[src/rtl/pt2272_symbol_demod_pkg.sv]
// pt2272_pkg
// Shared types and constants for the PT2272 receive front end.
//   state_t        : demodulator FSM states
//   pw_t           : pulse-width class of a measured high or low interval
//   SYM_*          : 2-bit tri-state symbol codes sent to the shift register
//   OP_*           : shift-register operation codes
//   classify_width : maps a width in clk cycles onto the short/long windows
package pt2272_pkg;

  typedef enum logic [1:0] {
    SYNC_HUNT = 2'd0,
    HIGH      = 2'd1,
    LOW       = 2'd2
  } state_t;

  typedef enum logic [1:0] {
    PW_NONE  = 2'd0,
    PW_SHORT = 2'd1,
    PW_LONG  = 2'd2
  } pw_t;

  localparam logic [1:0] SYM_0 = 2'b00;
  localparam logic [1:0] SYM_1 = 2'b11;
  localparam logic [1:0] SYM_F = 2'b01;

  localparam logic [2:0] OP_SHL1 = 3'b001;
  localparam logic [2:0] OP_SHR1 = 3'b010;
  localparam logic [2:0] OP_LOAD = 3'b011;
  localparam logic [2:0] OP_SHL2 = 3'b100;
  localparam logic [2:0] OP_SHR2 = 3'b101;

  // Short window is [2a,6a], long window is [8a,16a]; the gap between them
  // and anything above 16a are malformed.
  function automatic pw_t classify_width(input logic [31:0] w,
                                         input logic [31:0] alpha);
    if (w >= 2 * alpha && w <= 6 * alpha) return PW_SHORT;
    if (w >= 8 * alpha && w <= 16 * alpha) return PW_LONG;
    return PW_NONE;
  endfunction

endpackage

[src/rtl/pt2272_symbol_demod_if.sv]
// pt2272_symbol_demod_if
// Bundles the RF input and the symbol stream towards the shift register.
//   din        : raw RF data line (asynchronous to clk)
//   sym_bits   : 2-bit symbol code, held between strobes
//   sym_valid  : one-cycle strobe qualifying sym_bits
//   shreg_op   : shift-register operation (constant shift-left-by-two)
//   frame_done : one-cycle pulse coincident with the last symbol strobe
//   err        : one-cycle pulse on a malformed pulse or symbol
// Handshake: sym_valid is a pure valid strobe with no ready/backpressure;
// sym_bits and frame_done are meaningful only in the cycle sym_valid is 1,
// and the consumer must accept every strobe.
// Modports: master = RF source / symbol consumer side, slave = demodulator.
interface pt2272_symbol_demod_if;
  logic       din;
  logic [1:0] sym_bits;
  logic       sym_valid;
  logic [2:0] shreg_op;
  logic       frame_done;
  logic       err;

  modport master (
    output din,
    input  sym_bits, sym_valid, shreg_op, frame_done, err
  );

  modport slave (
    input  din,
    output sym_bits, sym_valid, shreg_op, frame_done, err
  );
endinterface

[src/rtl/pt2272_symbol_demod_sync_2ff.sv]
// sync_2ff
// Two-flop synchroniser for a single asynchronous level.
//   clk : destination clock
//   rst : asynchronous active-high reset, both flops clear to 0
//   i_d : asynchronous input
//   o_q : synchronised output, two clk cycles behind i_d
module sync_2ff (
  input  logic clk,
  input  logic rst,
  input  logic i_d,
  output logic o_q
);

  logic r_meta;
  logic r_sync;

  always_ff @(posedge clk or posedge rst) begin
    if (rst) begin
      r_meta <= 1'b0;
      r_sync <= 1'b0;
    end else begin
      r_meta <= i_d;
      r_sync <= r_meta;
    end
  end

  assign o_q = r_sync;

endmodule

[src/rtl/pt2272_symbol_demod.sv]
// pt2272_symbol_demod
// Receive front end of the PT2272 decoder: synchronises the RF line,
// measures every high/low interval in clk cycles, classifies it as a short
// or long pulse, pairs pulses into tri-state symbols and strobes them to
// the downstream shift register. A frame is SYMBOLS symbols preceded by a
// sync gap (low of at least SYNC_MIN_A alpha).
//   clk         : clock, rising edge
//   rst         : asynchronous active-high reset
//   bus         : slave side of pt2272_symbol_demod_if (din in, symbols out)
//   o_dbg_state : current FSM state
module pt2272_symbol_demod
  import pt2272_pkg::*;
#(
  parameter int ALPHA      = 4,
  parameter int SYMBOLS    = 12,
  parameter int SYNC_MIN_A = 64
) (
  input  logic                   clk,
  input  logic                   rst,
  pt2272_symbol_demod_if.slave   bus,
  output state_t                 o_dbg_state
);

  localparam int SAT = SYNC_MIN_A * ALPHA;
  localparam int CW  = $clog2(SAT + 1);
  localparam int SCW = (SYMBOLS > 1) ? $clog2(SYMBOLS) : 1;

  localparam logic [CW-1:0]  C_SAT      = CW'(SAT);
  localparam logic [CW-1:0]  C_LONG_MAX = CW'(16 * ALPHA);
  localparam logic [SCW-1:0] C_LAST_SYM = SCW'(SYMBOLS - 1);

  logic          w_din_s;
  logic          r_din_d;
  logic          w_rise;
  logic          w_fall;
  logic [CW-1:0] r_cnt;
  pw_t           w_cls;
  logic          w_bit;
  logic          w_low_ok;

  state_t         r_state;
  logic [SCW-1:0] r_sym_cnt;
  logic           r_half;
  logic           r_b0;
  logic           r_hi_bit;
  logic [1:0]     r_sym_bits;
  logic           r_sym_valid;
  logic           r_frame_done;
  logic           r_err;

  sync_2ff u_din_sync (
    .clk (clk),
    .rst (rst),
    .i_d (bus.din),
    .o_q (w_din_s)
  );

  assign w_rise = w_din_s & ~r_din_d;
  assign w_fall = ~w_din_s & r_din_d;

  // cnt equals the width of the level that just ended in the cycle its
  // closing edge is seen; it saturates so a long idle low reads as "sync".
  always_ff @(posedge clk or posedge rst) begin
    if (rst) begin
      r_din_d <= 1'b0;
      r_cnt   <= '0;
    end else begin
      r_din_d <= w_din_s;
      if (w_rise || w_fall) begin
        r_cnt <= CW'(1);
      end else if (r_cnt != C_SAT) begin
        r_cnt <= r_cnt + CW'(1);
      end
    end
  end

  assign w_cls = classify_width(32'(r_cnt), 32'(ALPHA));
  assign w_bit = (w_cls == PW_LONG);

  // The low following a pulse must be the opposite length of its high.
  assign w_low_ok = r_hi_bit ? (w_cls == PW_SHORT) : (w_cls == PW_LONG);

  always_ff @(posedge clk or posedge rst) begin
    if (rst) begin
      r_state      <= SYNC_HUNT;
      r_sym_cnt    <= '0;
      r_half       <= 1'b0;
      r_b0         <= 1'b0;
      r_hi_bit     <= 1'b0;
      r_sym_bits   <= SYM_0;
      r_sym_valid  <= 1'b0;
      r_frame_done <= 1'b0;
      r_err        <= 1'b0;
    end else begin
      r_sym_valid  <= 1'b0;
      r_frame_done <= 1'b0;
      r_err        <= 1'b0;
      case (r_state)
        SYNC_HUNT: begin
          if (w_rise && r_cnt == C_SAT) begin
            r_state   <= HIGH;
            r_sym_cnt <= '0;
            r_half    <= 1'b0;
          end
        end
        HIGH: begin
          if (w_fall) begin
            if (w_cls == PW_NONE) begin
              r_err   <= 1'b1;
              r_state <= SYNC_HUNT;
            end else if (!r_half) begin
              r_b0     <= w_bit;
              r_hi_bit <= w_bit;
              r_half   <= 1'b1;
              r_state  <= LOW;
            end else if ({r_b0, w_bit} == 2'b10) begin
              // Long-then-short is not a legal tri-state code.
              r_err   <= 1'b1;
              r_state <= SYNC_HUNT;
            end else begin
              r_sym_valid <= 1'b1;
              r_sym_bits  <= {r_b0, w_bit};
              r_hi_bit    <= w_bit;
              r_half      <= 1'b0;
              if (r_sym_cnt == C_LAST_SYM) begin
                // The trailing low is left unchecked; it is the next sync.
                r_frame_done <= 1'b1;
                r_state      <= SYNC_HUNT;
              end else begin
                r_sym_cnt <= r_sym_cnt + SCW'(1);
                r_state   <= LOW;
              end
            end
          end
        end
        LOW: begin
          if (w_rise) begin
            if (w_low_ok) begin
              r_state <= HIGH;
            end else begin
              r_err   <= 1'b1;
              r_state <= SYNC_HUNT;
            end
          end else if (r_cnt > C_LONG_MAX) begin
            // cnt keeps running, so this same low can still become a sync.
            r_err   <= 1'b1;
            r_state <= SYNC_HUNT;
          end
        end
        default: begin
          r_state <= SYNC_HUNT;
        end
      endcase
    end
  end

  assign bus.sym_bits   = r_sym_bits;
  assign bus.sym_valid  = r_sym_valid;
  assign bus.shreg_op   = OP_SHL2;
  assign bus.frame_done = r_frame_done;
  assign bus.err        = r_err;
  assign o_dbg_state    = r_state;

endmodule

[src/flat_wrapper.sv]
// flat-port wrapper written by rule: the top's interface ports become plain ports
module pt2272_symbol_demod_flat import pt2272_pkg::*;
#(
  parameter int ALPHA      = 4,
  parameter int SYMBOLS    = 12,
  parameter int SYNC_MIN_A = 64
)
  (clk, rst, o_dbg_state, bus_din, bus_sym_bits, bus_sym_valid, bus_shreg_op, bus_frame_done, bus_err);
  pt2272_symbol_demod_if bus_i ();
  input  logic clk;
  input  logic rst;
  output state_t o_dbg_state;
  input wire logic [$bits(bus_i.din)-1:0] bus_din;
  output wire logic [$bits(bus_i.sym_bits)-1:0] bus_sym_bits;
  output wire logic [$bits(bus_i.sym_valid)-1:0] bus_sym_valid;
  output wire logic [$bits(bus_i.shreg_op)-1:0] bus_shreg_op;
  output wire logic [$bits(bus_i.frame_done)-1:0] bus_frame_done;
  output wire logic [$bits(bus_i.err)-1:0] bus_err;
  assign bus_i.din = bus_din;
  assign bus_sym_bits = bus_i.sym_bits;
  assign bus_sym_valid = bus_i.sym_valid;
  assign bus_shreg_op = bus_i.shreg_op;
  assign bus_frame_done = bus_i.frame_done;
  assign bus_err = bus_i.err;
  pt2272_symbol_demod #(.ALPHA(ALPHA), .SYMBOLS(SYMBOLS), .SYNC_MIN_A(SYNC_MIN_A)) u_core (.clk(clk), .rst(rst), .bus(bus_i), .o_dbg_state(o_dbg_state));
endmodule
[config.mk]
export PLATFORM = sky130hd
export DESIGN_NAME = pt2272_symbol_demod_flat
export DESIGN_NICKNAME = d
export VERILOG_FILES = /design/src/rtl/pt2272_symbol_demod_pkg.sv /design/src/rtl/pt2272_symbol_demod_if.sv /design/src/rtl/pt2272_symbol_demod_sync_2ff.sv /design/src/rtl/pt2272_symbol_demod.sv /design/src/flat_wrapper.sv
export SDC_FILE = /design/constraint.sdc
export NUM_CORES = 1
export LEC_CHECK = 0
export CAP_MARGIN = 20
export CORE_MARGIN = 2
export CORE_UTILIZATION = 51
export CTS_CLUSTER_DIAMETER = 50
export DETAILED_ROUTE_END_ITERATION = 8
export GPL_TIMING_DRIVEN = 0
export HOLD_SLACK_MARGIN = 0.05
export PLACE_DENSITY = 0.74
export SKIP_CTS_REPAIR_TIMING = 1
export SYNTH_ARGS = -nofsm -noshare
export SYNTH_HDL_FRONTEND = slang
export SYNTH_SLANG_ARGS = --single-unit
export TNS_END_PERCENT = 1
[constraint.sdc]
create_clock -name clk -period 3 [get_ports clk]
set_clock_uncertainty 0.2 [all_clocks]
set_input_delay 0.3 -clock clk [delete_from_list [all_inputs] [get_ports clk]]
set_output_delay 0.3 -clock clk [all_outputs]
set_load 0.02 [all_outputs]
==> flow_summary_export.csv <==
group,metric,value,unit
setup_path,r2r_end,"u_core.r_sym_cnt[0]$_DFFE_PP0P_",
cells_and_area,final_common_cell,"dfrtp_1",
routing,post_drt_wl_per_cell,13.0,um
placement,dp.cells,215,
global_route,grt.total_usage,0.183,
sta,setup_ws,0.743,ns
cells_and_area,drive_gt1_frac,0.148,
synthesis,yosysTopAreaCell,"dfrtp_1",
global_route,use_met1,0.216,
setup_path,path_class,"reg -> reg",
setup_path,critPathCaptureType,"flip-flop",
clock_network,clockRootBuffer,"clkbuf_4",
die,std_cell_rows,20,
synthesis,synth_xor_area_frac,0.0378,
outcome,outcome,"completed",
sta,hold_viol_final,0,
routing,ant_nets,0,
routing,drc,0,
power_and_ir_drop,ir_drop,0.000223,V
sta,post-route-period-util,0.752,
routing,vias,1163,
clock_network,ctsLongestPathBuffers,2,
synthesis,yosysTopAreaCellShare,0.401,
clock_network,cts.htree.levels,1,
sta,worst_pin_slew,0.507,ns
synthesis,ys_top_cells_by_area,"dfrtp_1, ha_1, nand2_1",
setup_path,cpMaxStageDelayCell,"dfrtp_1",
flow_run,maxCapViolations,0,
placement,place.gp.congestion,0.754,
cells_and_area,fin_nets,189,
cells_and_area,final_cell_mix,"dfrtp_1, nand2_1, nor2_1",
sta,drv_slew,0,
clock_network,path_clk_slew,0.14,ns
sta,finalSetupTns,0,ns
global_route,grtUsageMet2,0.332,
die,start_util,0.536,
die,die_area,0.00365,mm^2
cells_and_area,num_antenna_cells,0,
placement,place_hpwl,2.23,mm
global_route,grt.busiest_layer,"met2",
synthesis,synthAdderAreaFrac,0.0694,
global_route,met3_usage,0.0256,
placement,place_ws,0.771,ns
sta,rsz0062_at_grt,"false",
sta,setup_viol,0,
setup_path,critPathMaxStageDelay,0.44,ns
routing,routed_wl,2.85,mm
synthesis,synth_compound_area_frac,0.166,
setup_path,crit_arrival,2.29,ns
sta,max_freq,443,MHz
global_route,overflow,0,
global_route,grt_max_degree,27,
setup_path,path_cells,"inv_1 > ha_1 > nor2b_1 > nor2_1 > o31a_4 > nor3b_2 > o21a_1 > mux2i_1",
routing,drtPass1Iterations,4,
synthesis,avgSynthCellArea,10.1,um^2
setup_path,crit_required,3.03,ns
global_route,grt_antenna_before_repair,0,
synthesis,synth_mux_area_frac,0.0247,
synthesis,syn_inst,161,
placement,port_buffers,9,
min_path,hold_class,"in -> async",
sta,max_slew_margin,0.662,
clock_network,cts_tree,"done",
die,die_h,60.4,um
clock_network,clock-sinks,26,
cells_and_area,fillers,258,
setup_path,cp_max_fo,5,
setup_path,r2r_start,"u_core.r_cnt[0]$_DFFE_PP0P_",
power_and_ir_drop,power.density,352,mW/mm^2
die,fp.dieW,60.4,um
synthesis,synth-seq-area-share,0.401,
die,core,0.00303,mm^2
routing,drt-vias-per-instance,5.29,
cells_and_area,fin_cells,220,
clock_network,clk_latency,0.33,ns
synthesis,synth-seq-cells,26,
setup_path,critPathLaunchType,"flip-flop",
synthesis,synth_top_family_by_area,"simple AND/OR/NAND/NOR gates",
clock_network,cts_buffers,3,
synthesis,synth-simple-area-share,0.236,
routing,drtIter0Drc,19,
synthesis,ys_types,44,
global_route,grt_pass1_vias,1173,
die,ios,13,
sta,fin_crit,2.26,ns
setup_path,reg2reg_depth,8,
synthesis,synth_warnings,0,
power_and_ir_drop,p_leak,0.805,nW
cells_and_area,synthToLayoutAreaGrowth,13.1,%
setup_path,r2r_slack,0.74,ns
synthesis,syn_area,0.00162,mm^2
global_route,grt_pass1_wl,5.06,mm
layer usage:
layer  vias up  wire (um)
met5         -          0
met4         0         36
met3         4         66
met2        14       1490
met1       562       1250
li1        583          -
synth_stat cells (all sizes together):
cell type / number
a2111oi: 1
a211o: 1
a211oi: 1
a21boi: 1
a21o: 2
a21oi: 7
a311oi: 1
a31oi: 4
and2: 7
buf: 7
clkbuf: 1
conb: 2
dfrtp: 26
ha: 9
inv: 10
mux2i: 4
nand2: 15
nand2b: 3
nand3: 10
nand3b: 2
nor2: 13
nor2b: 1
nor3: 3
nor3b: 1
nor4b: 4
o211ai: 1
o21a: 2
o21ai: 5
o221ai: 1
o2bb2ai: 1
o31a: 1
o31ai: 4
or2: 1
or3: 1
or4: 1
xnor2: 5
xor2: 2
sequential cells by signal, summed over array words and instances, names as in the netlist:
signal and flops:
u_core.bus.err 1, u_core.r_hi_bit 1, u_core.u_din_sync.r_meta 1, u_core.bus.frame_done 1
u_core.u_din_sync.o_q 1, u_core.r_sym_cnt 4, u_core.o_dbg_state 2, u_core.r_half 1
u_core.r_cnt 9, u_core.r_din_d 1, u_core.bus.sym_bits 2, u_core.bus.sym_valid 1
u_core.r_b0 1
stage by stage:
stage | hold WS [ns] | util | power, mW | instance area [um^2]
2_1_floorplan | 0.131 | - | 0.448 | 1630
3_3_place_gp | 0.134 | 0.585 | 0.464 | 1770
3_5_place_dp | 0.135 | 0.585 | 0.468 | 1770
4_1_cts | 0.166 | 0.597 | 0.647 | 1810
5_1_grt | 0.114 | 0.606 | 0.679 | 1830
6_report | 0.0757 | 0.606 | 0.645 | 1830
kinds of logic after synthesis:
| kind of cell | count (synthesis) |
|---|---|
| simple gates | 62 |
| compound gates | 33 |
| flops | 26 |
| buf+inv | 18 |
| fa+ha+maj | 9 |
| xor+xnor | 7 |
| mux | 4 |
| other cells | 2 |
final cells by class:
class	instances	area, um^2	share of cell area
multi-input cells	118	877	0.478
flip-flops and latches	26	651	0.355
repair buffers	10	118	0.0641
plain buffers	8	60.1	0.0327
well taps	44	55.1	0.0300
inverters	10	37.5	0.0205
clock buffers	4	36.3	0.0198
where the power goes:
group	switching (mW)	total [mW]	internal (mW)
Clock	0.107	0.182	0.0744
Combinational	0.0488	0.0886	0.0397
Sequential	0.0133	0.375	0.361
worst max-delay path by stage:
| stage | from | end |
|---|---|---|
| floorplan | u_core.r_cnt[0]$_DFFE_PP0P_ | u_core.r_sym_cnt[0]$_DFFE_PP0P_ |
| detailed placement | u_core.r_cnt[0]$_DFFE_PP0P_ | u_core.r_sym_cnt[0]$_DFFE_PP0P_ |
| CTS | u_core.r_cnt[0]$_DFFE_PP0P_ | u_core.r_sym_cnt[0]$_DFFE_PP0P_ |
| global route | u_core.r_cnt[0]$_DFFE_PP0P_ | u_core.o_dbg_state[0]$_DFFE_PP0P_ |
| global placement | u_core.r_cnt[0]$_DFFE_PP0P_ | u_core.r_sym_cnt[0]$_DFFE_PP0P_ |
| finish | u_core.r_cnt[0]$_DFFE_PP0P_ | u_core.r_sym_cnt[0]$_DFFE_PP0P_ |
worst max-delay path, delay by kind of cell, from the launching register on:
family | cells | cell delay [ns]
fa+ha+maj | 1 | 0.16
simple gates | 3 | 0.62
buf+inv | 1 | 0.09
compound gates | 2 | 0.57
flops | 1 | 0.44
mux | 1 | 0.07
Note: power is estimated with default switching activity, not from simulation.
